$ cat config.mk
export PLATFORM = sky130hd
export DESIGN_NAME = decode_stage
export DESIGN_NICKNAME = d
export VERILOG_FILES = /design/src/rtl/decode_stage.sv
export SDC_FILE = /design/constraint.sdc
export NUM_CORES = 1
export LEC_CHECK = 0
export CELL_PAD_IN_SITES_DETAIL_PLACEMENT = 1
export CELL_PAD_IN_SITES_GLOBAL_PLACEMENT = 1
export CORE_MARGIN = 2
export CORE_UTILIZATION = 29
export DETAILED_ROUTE_END_ITERATION = 8
export HOLD_SLACK_MARGIN = 0.08
export MAX_ROUTING_LAYER = met4
export PLACE_DENSITY = 0.87
export SLEW_MARGIN = 10
export SYNTH_ARGS = -nofsm -noshare
export SYNTH_HDL_FRONTEND = slang
export SYNTH_SLANG_ARGS = --single-unit
export TNS_END_PERCENT = 5
$ cat constraint.sdc
create_clock -name clk -period 3.8 [get_ports clk]
set_input_delay 0.76 -clock clk [delete_from_list [all_inputs] [get_ports clk]]
set_output_delay 0.76 -clock clk [all_outputs]
set_load 0.1 [all_outputs]
$ cat src/rtl/decode_stage.sv
// ---------------------------------------------------------------------------
// decode_stage
//
// Instruction decode and ID/EX pipeline register for the 8-opcode CPU with
// 9-bit instructions. The IF/ID instruction is split into opcode/rd/rt. The
// rd/rt fields go straight out as register-file read addresses, and the read
// data comes back in the same cycle. Decoded control, operands, register
// addresses and forwarding selects are registered into ID/EX. A load-use
// hazard produces a one-cycle stall with a bubble. A branch flush turns the
// decoding slot into a bubble.
//
// Parameters
//   INSTR_W     instruction width (opcode in the top 3 bits)
//   REG_ADDR_W  register address width
//   DATA_W      register data width
//
// Ports
//   clk, rst_n                     clock, asynchronous active-low reset
//   if_valid, if_instr             IF/ID slot: {opcode, rd, rt}
//   rf_raddr_a, rf_raddr_b         register-file read addresses (rd, rt)
//   rf_rdata_a, rf_rdata_b         register-file read data (write-first RF)
//   flush                          branch taken in EX: drop the decoding slot
//   ex_mem_regwrite, ex_mem_rd     EX/MEM producer, used for forwarding
//   stall_out                      load-use stall; IF and IF/ID hold
//   id_ex_valid, id_ex_ctrl        ID/EX slot valid and ControlSignals
//   id_ex_a, id_ex_b               latched operands (rd value, rt value)
//   id_ex_rd, id_ex_rt             latched register addresses
//   id_ex_fwd_a, id_ex_fwd_b       registered ForwardSel per operand
//   stall_count                    load-use bubble counter
//
// Configuration
//   DECODE_STALL_CNT_EN  when defined, stall_count counts stall cycles and
//                        saturates at 16'hFFFF. When undefined, it is tied
//                        to 0.
//
// Flow control: this is a valid-only pipeline. A slot carries an instruction
// when its valid bit is 1. There is no ready signal. The only backpressure is
// stall_out, which tells IF and IF/ID to hold their contents for that cycle.
// ---------------------------------------------------------------------------
module decode_stage #(
    parameter int INSTR_W    = 9,
    parameter int REG_ADDR_W = 3,
    parameter int DATA_W     = 8
) (
    input  logic                  clk,
    input  logic                  rst_n,
    input  logic                  if_valid,
    input  logic [INSTR_W-1:0]    if_instr,
    output logic [REG_ADDR_W-1:0] rf_raddr_a,
    output logic [REG_ADDR_W-1:0] rf_raddr_b,
    input  logic [DATA_W-1:0]     rf_rdata_a,
    input  logic [DATA_W-1:0]     rf_rdata_b,
    input  logic                  flush,
    input  logic                  ex_mem_regwrite,
    input  logic [REG_ADDR_W-1:0] ex_mem_rd,
    output logic                  stall_out,
    output logic                  id_ex_valid,
    output logic [7:0]            id_ex_ctrl,
    output logic [DATA_W-1:0]     id_ex_a,
    output logic [DATA_W-1:0]     id_ex_b,
    output logic [REG_ADDR_W-1:0] id_ex_rd,
    output logic [REG_ADDR_W-1:0] id_ex_rt,
    output logic [1:0]            id_ex_fwd_a,
    output logic [1:0]            id_ex_fwd_b,
    output logic [15:0]           stall_count
);

    // ------------------------------------------------------------------
    // Types
    // ------------------------------------------------------------------
    typedef enum logic [2:0] {
        OP_AND = 3'd0,
        OP_XOR = 3'd1,
        OP_SHL = 3'd2,
        OP_SHR = 3'd3,
        OP_ADD = 3'd4,
        OP_LW  = 3'd5,
        OP_SW  = 3'd6,
        OP_BR  = 3'd7
    } opcode_t;

    typedef struct packed {
        logic       regWrite;
        logic       memRead;
        logic       memWrite;
        logic       branch;
        logic       memToReg;
        logic [2:0] op;
    } ControlSignals;

    // MEM means the producer is in ID/EX now, so it will be in EX/MEM when
    // this instruction executes. WB means the producer is in EX/MEM now.
    typedef enum logic [1:0] {
        FORWARD_NONE = 2'b00,
        FORWARD_WB   = 2'b01,
        FORWARD_MEM  = 2'b10
    } ForwardSel;

    typedef struct packed {
        logic                  valid;
        ControlSignals         ctrl;
        logic [DATA_W-1:0]     a;
        logic [DATA_W-1:0]     b;
        logic [REG_ADDR_W-1:0] rd;
        logic [REG_ADDR_W-1:0] rt;
        ForwardSel             fwdA;
        ForwardSel             fwdB;
    } IdExReg;

    // ------------------------------------------------------------------
    // Helpers
    // ------------------------------------------------------------------
    function automatic ControlSignals decodeCtrl(input opcode_t op);
        ControlSignals c;
        c    = '0;
        c.op = op;
        case (op)
            OP_AND, OP_XOR, OP_SHL, OP_SHR, OP_ADD: begin
                c.regWrite = 1'b1;
            end
            OP_LW: begin
                c.regWrite = 1'b1;
                c.memRead  = 1'b1;
                c.memToReg = 1'b1;
            end
            OP_SW: c.memWrite = 1'b1;
            OP_BR: c.branch   = 1'b1;
            default: c = '0;
        endcase
        return c;
    endfunction

    // The ID/EX producer is checked first because it is younger than the
    // EX/MEM producer and therefore holds the newer value of the register.
    function automatic ForwardSel fwdSelect(
        input logic [REG_ADDR_W-1:0] src,
        input logic                  memValid,
        input logic                  memRegWrite,
        input logic [REG_ADDR_W-1:0] memRd,
        input logic                  wbRegWrite,
        input logic [REG_ADDR_W-1:0] wbRd
    );
        if (memValid && memRegWrite && (memRd == src)) begin
            return FORWARD_MEM;
        end else if (wbRegWrite && (wbRd == src)) begin
            return FORWARD_WB;
        end
        return FORWARD_NONE;
    endfunction

    // ------------------------------------------------------------------
    // Field extraction
    // ------------------------------------------------------------------
    opcode_t               opField;
    logic [REG_ADDR_W-1:0] rdField;
    logic [REG_ADDR_W-1:0] rtField;

    assign opField = opcode_t'(if_instr[INSTR_W-1 -: 3]);
    assign rdField = if_instr[2*REG_ADDR_W-1 : REG_ADDR_W];
    assign rtField = if_instr[REG_ADDR_W-1 : 0];

    assign rf_raddr_a = rdField;
    assign rf_raddr_b = rtField;

    // ------------------------------------------------------------------
    // Decode, hazard detection and next ID/EX content
    // ------------------------------------------------------------------
    IdExReg        idEx;
    IdExReg        idExNext;
    ControlSignals ctrlDec;
    ForwardSel     fwdA;
    ForwardSel     fwdB;
    logic          usesA;
    logic          srcHit;
    logic          stall;

    always_comb begin
        ctrlDec = decodeCtrl(opField);

        // For LW, rd names the destination rather than a source. Every
        // other opcode reads both rd and rt.
        usesA  = (opField != OP_LW);
        srcHit = (usesA && (rdField == idEx.rd)) || (rtField == idEx.rd);

        // A flush wins over the hazard. The slot is discarded anyway, so
        // holding IF would only waste a cycle.
        stall = idEx.valid && idEx.ctrl.memRead && if_valid && !flush && srcHit;

        // Unused sources still get a select. EX ignores it.
        fwdA = fwdSelect(rdField, idEx.valid, idEx.ctrl.regWrite, idEx.rd,
                         ex_mem_regwrite, ex_mem_rd);
        fwdB = fwdSelect(rtField, idEx.valid, idEx.ctrl.regWrite, idEx.rd,
                         ex_mem_regwrite, ex_mem_rd);

        // Start from a bubble: all zero, selects FORWARD_NONE.
        idExNext = '0;
        if (!flush && !stall && if_valid) begin
            idExNext.valid = 1'b1;
            idExNext.ctrl  = ctrlDec;
            idExNext.a     = rf_rdata_a;
            idExNext.b     = rf_rdata_b;
            idExNext.rd    = rdField;
            idExNext.rt    = rtField;
            idExNext.fwdA  = fwdA;
            idExNext.fwdB  = fwdB;
        end
    end

    assign stall_out = stall;

    // ------------------------------------------------------------------
    // ID/EX register
    // ------------------------------------------------------------------
    always_ff @(posedge clk or negedge rst_n) begin
        if (!rst_n) begin
            idEx <= '0;
        end else begin
            idEx <= idExNext;
        end
    end

    assign id_ex_valid = idEx.valid;
    assign id_ex_ctrl  = idEx.ctrl;
    assign id_ex_a     = idEx.a;
    assign id_ex_b     = idEx.b;
    assign id_ex_rd    = idEx.rd;
    assign id_ex_rt    = idEx.rt;
    assign id_ex_fwd_a = idEx.fwdA;
    assign id_ex_fwd_b = idEx.fwdB;

    // ------------------------------------------------------------------
    // Load-use bubble counter
    // ------------------------------------------------------------------
`ifdef DECODE_STALL_CNT_EN
    logic [15:0] stallCnt;

    always_ff @(posedge clk or negedge rst_n) begin
        if (!rst_n) begin
            stallCnt <= 16'h0000;
        end else if (stall && (stallCnt != 16'hFFFF)) begin
            stallCnt <= stallCnt + 16'd1;
        end
    end

    assign stall_count = stallCnt;
`else
    assign stall_count = 16'h0000;
`endif

endmodule

-- After elaboration in Yosys (flattened, before gate mapping)
Cells that the tools add are included.
- equality and inequality tests: 14
- mux-type cells: 15
- reduce and logical (&&, ||, !) cells: 17
- operators by type and width (operator ; count):
    35-bit two-way mux ; 1
    3-bit equality test ; 6
    3-bit equality test, second input constant ; 4
    1-bit logical AND ; 12
    2-bit two-way mux ; 6
    1-bit two-way mux ; 8
    3-bit by 2-bit equality test with 1-bit output, second input constant ; 2
    6-bit OR reduction ; 1
    3-bit by 1-bit equality test with 1-bit output, second input constant ; 1
    3-bit logical NOT ; 1
    3-bit inequality test, second input constant ; 1
    1-bit logical NOT ; 2
    1-bit logical OR ; 1
- bits in registers: 35
- output and inout bits: 58
- logic and storage cells: 59

-- Longest topological paths before layout
Gate-level depths: netlist (run 1).
- depth after elaboration: 8
- gate-level depth with buffers: 5

-- Worst setup path after synthesis (run 1)
No wires, ideal clock.
- path type: reg2out
- start point: register idEx (netlist bit id_ex_rd[2])
- end point: output stall_out
- arrival time: 2.932 ns
- path slack: 0.108 ns
- cell stages (with the launch flop): 6
- cells stage by stage: dfrtp_1 -> xnor2_1 -> nand4_1 -> a21o_4 -> buf_6 -> nor2_1
- cells in the longest elaborated chain, start to end: 4
- elaborated cells on any way between the ends: 5
- those cells by class: eq/ne: 2; reduce/logical: 3
- RTL lines (what ; line ; RTL):
    from (decl) ; 168 ; IdExReg idEx;
    from (signal assigned) ; 218 ; idEx <= idExNext;
    3-bit equality test ; 183 ; srcHit = (usesA && (rdField == idEx.rd)) || (rtField == idEx.rd);
    1-bit logical AND ; 183 ;
    1-bit logical OR * ; 183 ;
    1-bit logical AND * ; 187 ; stall = idEx.valid && idEx.ctrl.memRead && if_valid && !flush && srcHit;
    to (decl) ; 56 ; output logic stall_out,
Every way passes the cells marked *; elsewhere a longest branch is shown, timed or not.

-- Final worst setup path (run 1)
- start point: input if_instr[5]
- end point: output stall_out
- cells in the longest elaborated chain, start to end: 4
- RTL lines (what ; line ; RTL):
    from (decl) ; 48 ; input logic [INSTR_W-1:0] if_instr,
    3-bit equality test ; 183 ;
    1-bit logical AND ; 183 ;
    1-bit logical OR ; 183 ;
    1-bit logical AND ; 187 ;
Every way passes these cells.

==> results of run 1 <==
## worst reg2reg max path: cells and delay by family, from the launching register on
kind / cells / cell delay, ps
flip-flops: 1 / 420
AND/OR/NAND/NOR: 2 / 390
AO/OA/AOI/OAI: 1 / 340
XOR/XNOR: 1 / 240
## layout by cell type, fill, tap and decap left out
cell	synthesis	routed
nand2b_1	1	1
nand2_1	3	3
clkinv_2	0	1
buf_4	23	7
a21o_4	1	1
nor4_1	2	2
nor2_1	2	2
and3_1	25	25
nand4_1	3	3
nand3_1	1	1
buf_12	0	1
clkbuf_1	2	1
xnor2_1	6	6
nor3b_1	3	3
nand3b_1	1	1
and3_2	4	4
clkbuf_8	0	6
and2_1	2	2
dfrtp_1	34	34
conb_1	1	16
and3b_2	1	1
clkdlybuf4s50_1	0	66
nor2b_2	0	1
clkbuf_2	0	1
xor2_1	6	6
## final cells by class
| cell class | instances | area [um2] |
|---|---|---|
| clock buffer | 7 | 86.3 |
| clock inverter | 1 | 5.00 |
| fill | 554 | 2790 |
| multi-input combinational | 78 | 489 |
| sequential | 34 | 851 |
| tap | 70 | 87.6 |
| timing repair buffer | 75 | 738 |
## sequential cells by signal, indices dropped and copies added, names as in the netlist
name,flops
id_ex_b,8
id_ex_a,8
id_ex_rd,3
id_ex_rt,3
id_ex_valid,1
id_ex_fwd_b,2
id_ex_fwd_a,2
id_ex_ctrl,7
## how the worst max path moves through the flow
| stage | slack [ps] | start | to |
|---|---|---|---|
| 5_1_grt | 490 | if_instr[4] | stall_out |
| 3_3_place_gp | 650 | if_instr[4] | stall_out |
| 4_1_cts | 590 | if_instr[5] | stall_out |
| 6_report | 620 | if_instr[5] | stall_out |
| 3_5_place_dp | 610 | if_instr[5] | stall_out |
| 2_1_floorplan | 110 | id_ex_rd[2] | stall_out |
## routing by layer
metal  track usage  wire length, um  vias to the layer above
met5             -                0                        -
met4        0.0545               57                        0
met3        0.0464              296                        6
met2         0.248             2080                       56
met1         0.147             1340                      529
li1              -                -                      515
## power breakdown
part | switching (uW) | internal [uW] | leakage [uW]
sequential | 4.81 | 374 | 0.000460
clock | 122 | 146 | 0.0000482
combinational | 225 | 67.7 | 0.000575
## per-stage QoR
step | setup slack [ps] | std cells | utilization | hold slack (ps)
4_1_cts | 591 | 265 | 0.448 | 592
5_1_grt | 494 | 265 | 0.448 | 639
6_report | 623 | 265 | 0.448 | 567
2_1_floorplan | 108 | 141 | - | 464
3_3_place_gp | 645 | 257 | 0.430 | 696
3_5_place_dp | 609 | 257 | 0.430 | 696
## cell families after synthesis
kind of cell | Yosys count | synth area share
XOR/XNOR | 12 | 0.0701
other | 1 | 0.00250
AND/OR/NAND/NOR | 49 | 0.204
AO/OA/AOI/OAI | 1 | 0.0100
flip-flops | 34 | 0.567
buffers and inverters | 29 | 0.146
==> results.tsv, run 1 <==
metric	value	unit
status	finished, final reports clean	
initial core utilization	0.298	
Setup TNS Final	0	ps
worst path arrival time	2420	ps
critical path required time	3040	ps
clk_skew	3.63	ps
Die H	75.9	um
Layout area overhead	50.5	%
TritonRoute pass-1 iters	4	
critical path's slowest cell	clkdlybuf4s50_1	
# rows	26	
peak supply drop	0.000133	V
Worst path depth	6	
WL per Instance	14.2	um
routability cong.	0.711	
Max Cap Viol	0	
Synth Register Bits	34	
Worst-Margin Slew	993	ps
Power Density	416	nW/um2
initial antenna violation count	0	
most frequent cell after synthesis	dfrtp_1	
unrepaired setup endpoints after global routing	false	
critical path launch point type	input port	
Post-synth ARST share	1.00	
DRC	0	
largest area contributor in the netlist	dfrtp_1	
Hold Crit Class	input port to async pin	
DR vias/cell	4.17	
synth warn	0	
Post-synth top cells	34 x dfrtp_1, 25 x and3_1, 23 x buf_4, 6 x xnor2_1, 6 x xor2_1	
placed instance area	2170	um2
worst reg-to-reg setup slack	2300	ps
I/O pin total	91	
CTS tree	yes	
Inserted Diodes	0	
f_max	0.315	GHz
top cells by area, synth	dfrtp_1 57%, buf_4 12%, and3_1 10%, xnor2_1 3.5%, xor2_1 3.5%	
TritonCTS Sinks	34	
Buf+Inv Stages, Crit Path	2	
CORE AREA	5040	um2
Final Total Pwr	939	uW
Top FF cell, synth	dfrtp_1	
Antenna Nets Post-Route	0	
Longest Clk Path Bufs	2	
Critical R2R Launch	id_ex_rd[1]	
Worst R2R Path Depth	4	
clk slew on worst S/H paths	70	ps
Synth top area share	0.567	
Syn Area/Cell	11.9	um2
vias in the first global route	1188	
die area	5760	um2
via count	1106	
final setup violation count	0	
Synth Cell Area	1500	um2
CP Capture Type	output port	
max incr delay on CP	480	ps
Worst Path Class, Setup	input port to output port	
Clk Latency, worst-skew pair	280	ps
Routed WL	3770	um
post-detail-place hpwl	2820	um
Crit Path Max Fanout	35	
Max-slew headroom	0.336	
max-slew violation count	0	
Leakage	0.00108	uW
first-pass GRT wire length	6080	um
Top delay family on crit path	buffers and inverters	
crit path cell chain	clkdlybuf4s50_1 > xnor2_1 > nand4_1 > a21o_4 > nor2_1 > buf_12	
sequential fraction of the synthesis area	0.567	
Die Wd	75.9	um
design area	2260	um2
Tmin final	3180	ps
CTS resizes	0	
share of cells above drive strength 1	0.118	
largest net degree at the start of global routing	36	
Post-synth EDFFs	0	
Num CTS Buffers	5	
Yosys cell types	22	
worst reg2reg endpoint	id_ex_rt[1]	
GRT Util Overall	0.141	
Post-CTS Setup Inserts	0	
H-Tree Depth	2	
Final #Nets	227	
Syn Inst Count	126	
total grt overflow	0	
DRT iter0 DRCs	52	
final hold viol count	0	
port bufs	74	
root buf cell	clkbuf_8	
hold_buf cts	0	
Final period util	0.836	
(Power assumes the default switching activity.)
==> run 2, diff against run 1 <==
--- a/config.mk
+++ b/config.mk
@@ -8,11 +8,11 @@
 export CELL_PAD_IN_SITES_DETAIL_PLACEMENT = 1
 export CELL_PAD_IN_SITES_GLOBAL_PLACEMENT = 1
 export CORE_MARGIN = 2
-export CORE_UTILIZATION = 29
+export CORE_UTILIZATION = 24
 export DETAILED_ROUTE_END_ITERATION = 8
 export HOLD_SLACK_MARGIN = 0.08
 export MAX_ROUTING_LAYER = met4
-export PLACE_DENSITY = 0.87
+export PLACE_DENSITY = 0.77
 export SLEW_MARGIN = 10
 export SYNTH_ARGS = -nofsm -noshare
 export SYNTH_HDL_FRONTEND = slang
==> constraint.sdc (replaced) <==
create_clock -name clk -period 2.8 [get_ports clk]
set_input_delay 0.56 -clock clk [delete_from_list [all_inputs] [get_ports clk]]
set_output_delay 0.56 -clock clk [all_outputs]
set_load 0.1 [all_outputs]
==> results.tsv, run 2 (synthesis results as in run 1) <==
metric	value	unit	change
post-detail-place hpwl	2890	um	was 2820 um
unrepaired setup endpoints after global routing	false		unchanged
largest net degree at the start of global routing	35		was 36
Max Cap Viol	0		unchanged
routability cong.	0.674		was 0.711
worst reg-to-reg setup slack	1130	ps	was 2300 ps
Longest Clk Path Bufs	2		unchanged
worst path arrival time	2010	ps	was 2420 ps
Antenna Nets Post-Route	0		unchanged
final setup violation count	0		unchanged
Final #Nets	234		was 227
DRC	0		unchanged
Worst Path Class, Setup	input port to output port		unchanged
placed instance area	2220	um2	was 2170 um2
CORE AREA	5990	um2	was 5040 um2
Tmin final	2570	ps	
f_max	0.389	GHz	
total grt overflow	0		unchanged
initial core utilization	0.250		was 0.298
CP startpoint	if_instr[4]		was if_instr[5]
GRT Util Overall	0.121		was 0.141
Buf+Inv Stages, Crit Path	2		unchanged
Final period util	0.918		
Core Util, Final	0.388		was 0.448
I/O pin total	91		unchanged
crit path cell chain	clkdlybuf4s50_1 > xnor2_1 > nand4_1 > a21o_4 > nor2_4 > buf_12		was clkdlybuf4s50_1 > xnor2_1 > nand4_1 > a21o_4 > nor2_1 > buf_12
TritonRoute pass-1 iters	4		unchanged
vias in the first global route	1164		was 1188
clk slew on worst S/H paths	70	ps	about the same
die area	6900	um2	was 5760 um2
worst reg2reg endpoint	id_ex_rt[0]		was id_ex_rt[1]
Hold Crit Class	input port to async pin		unchanged
root buf cell	clkbuf_8		unchanged
critical path required time	2240	ps	was 3040 ps
max-slew violation count	0		unchanged
CP Capture Type	output port		unchanged
# rows	28		was 26
Crit Path Max Fanout	2		was 35
critical path launch point type	input port		unchanged
WL per Instance	13.6	um	was 14.2 um
Layout area overhead	55.0	%	was 50.5%
Worst R2R Path Depth	5		was 4
CP endpoint	stall_out		unchanged
DRT iter0 DRCs	19		was 52
Setup TNS Final	0	ps	unchanged
H-Tree Depth	2		unchanged
TritonCTS Sinks	34		unchanged
initial antenna violation count	0		unchanged
Leakage	0.00121	uW	was 0.00108 uW
Setup WS pre-CTS	244	ps	was 609 ps
Critical R2R Launch	id_ex_rd[0]		was id_ex_rd[1]
most frequent cells in the layout	43 x buf_4, 34 x dfrtp_1, 31 x clkdlybuf4s50_1		was 66 x clkdlybuf4s50_1, 34 x dfrtp_1, 25 x and3_1
Power Density	583	nW/um2	was 416 nW/um2
CTS tree	yes		unchanged
CTS resizes	0		unchanged
Die Wd	83.1	um	was 75.9 um
Max-slew headroom	0.493		was 0.336
Num CTS Buffers	5		unchanged
final hold viol count	0		unchanged
Clk Latency, worst-skew pair	280	ps	about the same
Hold WS	350	ps	was 567 ps
Post-CTS Setup Inserts	0		unchanged
commonest non-fill, non-tap cell in the layout	buf_4		was clkdlybuf4s50_1
port bufs	74		unchanged
clk_skew	6.12	ps	was 3.63 ps
Top delay family on crit path	buffers and inverters		unchanged
Worst path depth	6		unchanged
Routed WL	3780	um	was 3770 um
Inserted Diodes	0		unchanged
via count	1132		was 1106
status	finished, final reports clean		unchanged
design area	2330	um2	was 2260 um2
Die H	83.1	um	was 75.9 um
DR vias/cell	4.09		was 4.17
share of cells above drive strength 1	0.322		was 0.118
critical path's slowest cell	clkdlybuf4s50_1		unchanged
hold_buf cts	0		unchanged
max incr delay on CP	460	ps	was 480 ps
worst setup margin	230	ps	was 623 ps
peak supply drop	0.000225	V	was 0.000133 V
Worst-Margin Slew	760	ps	was 993 ps
first-pass GRT wire length	6360	um	was 6080 um
[run 2: worst min path at each step]
stage / start / endpoint / cells past startpoint
after floorplan: rst_n / id_ex_a[0] / 0
after global placement: rst_n / id_ex_a[6] / 1
after detailed placement: rst_n / id_ex_a[0] / 1
after CTS: rst_n / id_ex_ctrl[2] / 1
after global routing: rst_n / id_ex_a[0] / 1
final: rst_n / id_ex_ctrl[2] / 1
[run 2: per-stage QoR]
| step | cells | total power [uW] |
|---|---|---|
| 4_1_cts | 277 | 1380 |
| 6_report | 277 | 1360 |
| 2_1_floorplan | 141 | 834 |
| 5_1_grt | 277 | 1410 |
| 3_3_place_gp | 269 | 936 |
| 3_5_place_dp | 269 | 938 |
[run 2: final cells by class]
| type | count | area [um2] |
|---|---|---|
| multi-input cells | 78 | 497 |
| clock inverters | 1 | 30.0 |
| clock buffers | 7 | 76.3 |
| fillers | 656 | 3660 |
| well taps | 75 | 93.8 |
| repair buffers | 82 | 778 |
| flip-flops and latches | 34 | 851 |
[run 2: power breakdown]
group          switching [uW]  total (uW)  internal [uW]
Combinational             309         412            103
Clock                     164         430            266
Sequential               6.54         514            508
Total                     479        1360            877
[run 2: metal layers]
metal	wire length [um]	global-route usage
met1	1510	0.141
met2	1960	0.194
met3	296	0.0398
met4	16	0.0447
met5	0	-
==> run 3, diff against run 2 <==
--- a/config.mk
+++ b/config.mk
@@ -12,7 +12,7 @@
 export DETAILED_ROUTE_END_ITERATION = 8
 export HOLD_SLACK_MARGIN = 0.08
 export MAX_ROUTING_LAYER = met4
-export PLACE_DENSITY = 0.77
+export PLACE_DENSITY = 0.8
 export SLEW_MARGIN = 10
 export SYNTH_ARGS = -nofsm -noshare
 export SYNTH_HDL_FRONTEND = slang
==> results.tsv, run 3 (synthesis results as in run 1) <==
metric	value	unit	change
initial core utilization	0.250		unchanged
Hold Crit Class	input port to async pin		unchanged
die area	6900	um2	unchanged
final hold viol count	0		unchanged
H-Tree Depth	2		unchanged
Die Wd	83.1	um	unchanged
CTS tree	yes		unchanged
CORE AREA	5990	um2	unchanged
final setup violation count	0		unchanged
post-detail-place hpwl	3000	um	was 2890 um
Layout area overhead	53.9	%	was 55.0%
Post-CTS Setup Inserts	0		unchanged
largest net degree at the start of global routing	35		unchanged
area occupied by multi-input gates	494	um2	was 497 um2
clk slew on worst S/H paths	70	ps	about the same
Worst R2R Path Depth	5		unchanged
total grt overflow	0		unchanged
Worst path depth	6		unchanged
critical path's slowest cell	clkdlybuf4s50_1		unchanged
Num CTS Buffers	5		unchanged
status	finished, final reports clean		unchanged
register area	851	um2	unchanged
CTS resizes	0		unchanged
critical path required time	2240	ps	about the same
Worst-Margin Slew	770	ps	was 760 ps
max-slew violation count	0		unchanged
Placed Cells	269		unchanged
clk_skew	4.46	ps	was 6.12 ps
share of cells above drive strength 1	0.322		unchanged
vias in the first global route	1296		was 1164
Hold WS	345	ps	was 350 ps
Crit Path Max Fanout	2		unchanged
Top delay family on crit path	buffers and inverters		unchanged
most frequent cells in the layout	43 x buf_4, 34 x dfrtp_1, 31 x clkdlybuf4s50_1		unchanged
Buf+Inv Stages, Crit Path	2		unchanged
Leakage	0.00121	uW	about the same
port bufs	74		unchanged
DRT iter0 DRCs	18		was 19
max incr delay on CP	450	ps	was 460 ps
fin cells	277		unchanged
Tmin final	2540	ps	was 2570 ps
DR vias/cell	4.16		was 4.09
critical path launch point type	input port		unchanged
WL per Instance	14.2	um	was 13.6 um
Setup WS pre-CTS	244	ps	about the same
Power Density	562	nW/um2	was 583 nW/um2
initial antenna violation count	0		unchanged
via count	1151		was 1132
Antenna Nets Post-Route	0		unchanged
CP Capture Type	output port		unchanged
Setup TNS Final	0	ps	unchanged
Longest Clk Path Bufs	2		unchanged
Worst Path Class, Setup	input port to output port		unchanged
unrepaired setup endpoints after global routing	false		unchanged
Routed WL	3940	um	was 3780 um
Clk Latency, worst-skew pair	280	ps	about the same
Max-slew headroom	0.486		was 0.493
Final period util	0.906		was 0.918
# rows	28		unchanged
fillers	663		was 656
Max Cap Viol	0		unchanged
placed instance area	2220	um2	about the same
hold_buf cts	0		unchanged
routability cong.	0.733		was 0.674
peak supply drop	0.000190	V	was 0.000225 V
Final #Nets	234		unchanged
Die H	83.1	um	unchanged
worst path arrival time	1980	ps	was 2010 ps
DRC	0		unchanged
crit path cell chain	clkdlybuf4s50_1 > xnor2_1 > nand4_1 > a21o_4 > nor2_4 > buf_12		unchanged
commonest non-fill, non-tap cell in the layout	buf_4		unchanged
f_max	0.394	GHz	was 0.389 GHz
Inserted Diodes	0		unchanged
design area	2310	um2	was 2330 um2
GRT Util Overall	0.127		was 0.121
TritonCTS Sinks	34		unchanged
I/O pin total	91		unchanged
TritonRoute pass-1 iters	4		unchanged
root buf cell	clkbuf_8		unchanged
first-pass GRT wire length	6630	um	was 6360 um
worst setup margin	263	ps	was 230 ps
[run 3: layer usage]
layer,part of all wire,vias up,GRT usage
met4,0.015,0,0.0447
met5,0,-,-
met2,0.49,61,0.210
met1,0.38,551,0.131
met3,0.11,7,0.0606
li1,-,532,-
[run 3: per-stage QoR]
stage | utilization | total power [uW]
5_1_grt | 0.385 | 1360
3_3_place_gp | 0.370 | 934
4_1_cts | 0.385 | 1320
3_5_place_dp | 0.370 | 939
2_1_floorplan | - | 834
6_report | 0.385 | 1300
[run 3: layout make-up]
| class | count | share of cell area |
|---|---|---|
| multi-input cells | 78 | 0.214 |
| flip-flops and latches | 34 | 0.369 |
| clock inverters | 1 | 0.00217 |
| repair buffers | 82 | 0.337 |
| well taps | 75 | 0.0407 |
| clock buffers | 7 | 0.0374 |
[run 3: worst reg2reg max path: stages, from the launching register on]
cell     delay, ps
dfrtp_1        430
xnor2_1        290
nand4_1        150
a21o_4         250
buf_4          220
and3_2         230
[run 3: final timing paths]
| path | end | start | slack, ps |
|---|---|---|---|
| hold / removal | id_ex_b[3] | rst_n | 350 |
| hold reg to reg | id_ex_fwd_a[1] | id_ex_rd[0] | 700 |
| max in group asynchronous | id_ex_fwd_a[0] | rst_n | 1960 |
| min in group clk | id_ex_fwd_a[1] | id_ex_rd[0] | 700 |
| setup / recovery | stall_out | if_instr[4] | 260 |
| setup reg to reg | id_ex_rt[2] | id_ex_rd[1] | 1130 |
[run 3: power breakdown]
part	internal, uW	leakage, uW	total [uW]	switching (uW)
Combinational	103	0.000698	413	310
Clock	198	0.0000482	369	171
Sequential	508	0.000460	515	7.06
Total	809	0.00121	1300	488
==> RTL edit: new RTL, settings of run 2 <==
Set the parameter `DATA_W` to 6 (it was 8).
--- a/src/rtl/decode_stage.sv
+++ b/src/rtl/decode_stage.sv
@@ -40,7 +40,7 @@
 module decode_stage #(
     parameter int INSTR_W    = 9,
     parameter int REG_ADDR_W = 3,
-    parameter int DATA_W     = 8
+    parameter int DATA_W     = 6
 ) (
     input  logic                  clk,
     input  logic                  rst_n,
Ports: changed (resized id_ex_a, id_ex_b, rf_rdata_a and rf_rdata_b); port bits go from 91 to 83. The function was not compared with the original's and may differ.
==> RTL edit against run 2 <==
- sequential power fell by 12%
- cell area fell by 8.3%
- routed wire length shrank 6.3%
- core utilization decreased by 0.11 points
- total power is 8.5% lower
- synthesized area shrank 9.3%
- register-to-register slack gained 0.08 ns
- worst setup slack improved by 0.10 ns
- fmax up 4.2%
- sequential cell count shrank 4
- critical path type unchanged
==> RTL edit: results (changes against run 2) <==
FFs w/ async S/R, synth 1.00 (unchanged); outcome complete, no violations; Final GP Congestion 0.765 (+14%); PortBufs 66 (-11%); fillers 615 (-6.3%); Reg-to-Reg End id_ex_ctrl[5]$_DFF_PN0_; RR Startpoint id_ex_rd[2]$_DFF_PN0_; Clock Skews 0.00939 ns (+0.00326 ns); fraction of layout cells with a size suffix above 1 0.316 (-0.00627); Arr. time, crit path 1.91 ns (-0.10 ns); P_leak 0.00111 uW (-8.3%); Final HPWL DP 2.70 mm (-6.4%); GR Util met2 0.219 (+0.0252); Seq/Total Area, Yosys 0.551 (-0.0157); final wirelength 3.54 mm (-6.3%); worst stage delay on the critical path 0.51 ns (+0.05 ns); largest net degree at the start of global routing 31 (-11%); total global routing track utilization 0.119 (-0.00129); r2r setup slk 1.21 ns (+0.08 ns); Placed Instance Area 2020 um^2 (-8.9%); Max rail drop VDD 169 uV (-25%); drt via density 4.03 (-1.3%); Max Slew Vio Count 0 (unchanged); unique cell type count in the Yosys netlist 21 (-4.5%); GR Util met3 0.0307 (-0.00908); Post-synth top cells dfrtp_1, and3_1, buf_4, xnor2_1, xor2_1; n_diodes 0 (unchanged); first-pass GRT wire length 5.42 mm (-15%); Area contributors post-synth dfrtp_1, buf_4, and3_1; met1 usage 0.119 (-0.0218); DR iter-0 viols 11 (-8); crit path max-delay cell type clkdlybuf4s50_1; synthesized flop and latch total 30 (-12%); vias in the first global route 1089 (-6.4%); nets 215 (-8.1%)
[RTL edit: cell count changes after synthesis, sizes merged]
cell and delta:
nor2b -1, dfrtp -4, and3 -4, buf -1
and2b +1
[RTL edit: layout make-up]
| class | count | area share |
|---|---|---|
| sequential | 30 | 0.352 |
| tap | 72 | 0.0423 |
| timing repair buffer | 75 | 0.338 |
| clock buffer | 8 | 0.0516 |
| multi-input combinational | 74 | 0.216 |
[RTL edit: worst max-delay path by stage]
stage                     cells past startpoint                  start         to  slack, ns
after floorplan                               5  id_ex_rd[2]$_DFF_PN0_  stall_out       0.10
after global placement                        6            if_instr[5]  stall_out       0.32
after detailed placement                      6            if_instr[5]  stall_out       0.32
after CTS                                     6            if_instr[5]  stall_out       0.32
after global routing                          6            if_instr[5]  stall_out       0.25
final                                         6            if_instr[4]  stall_out       0.33
[RTL edit: per-layer routing]
layer | wire [um] | up-vias
met4 | 46 | 0
met3 | 249 | 4
met1 | 1280 | 501
met2 | 1960 | 50
li1 | - | 490
met5 | 0 | -
[RTL edit: logic make-up (layout without fill, tap and decap cells)]
kind of cell,after synthesis,in the layout,synth area share
AO/OA/AOI/OAI,1,1,0.00643
XOR/XNOR,12,12,0.0772
buffers and inverters,28,83,0.157
flip-flops,30,30,0.551
other,1,16,0.00275
AND/OR/NAND/NOR,45,45,0.205
[RTL edit: report_power, final]
part | internal [uW] | switching (uW) | total, uW | leakage [uW]
Combinational | 95.6 | 288 | 384 | 0.000648
Sequential | 448 | 6.11 | 454 | 0.000406
Clock | 248 | 155 | 403 | 0.0000575
[RTL edit: critical path, delay by kind of cell]
kind	cells	cell delay, ns
and+or+nand+nor	2	0.24
buffers and inverters	2	0.69
AOI/OAI and AO/OA	1	0.25
xor gates and xnor gates	1	0.16
[RTL edit: metrics by stage]
step | cells | hold WS [ns] | power [uW] | worst slack [ns] | util
final | 259 | 0.682 | 1240 | 0.334 | 0.387
after floorplan | 132 | 0.264 | 753 | 0.103 | -
after CTS | 259 | 0.688 | 1260 | 0.318 | 0.387
after detailed placement | 251 | 0.681 | 848 | 0.319 | 0.367
after global placement | 251 | 0.686 | 844 | 0.324 | 0.367
after global routing | 259 | 0.703 | 1300 | 0.254 | 0.387
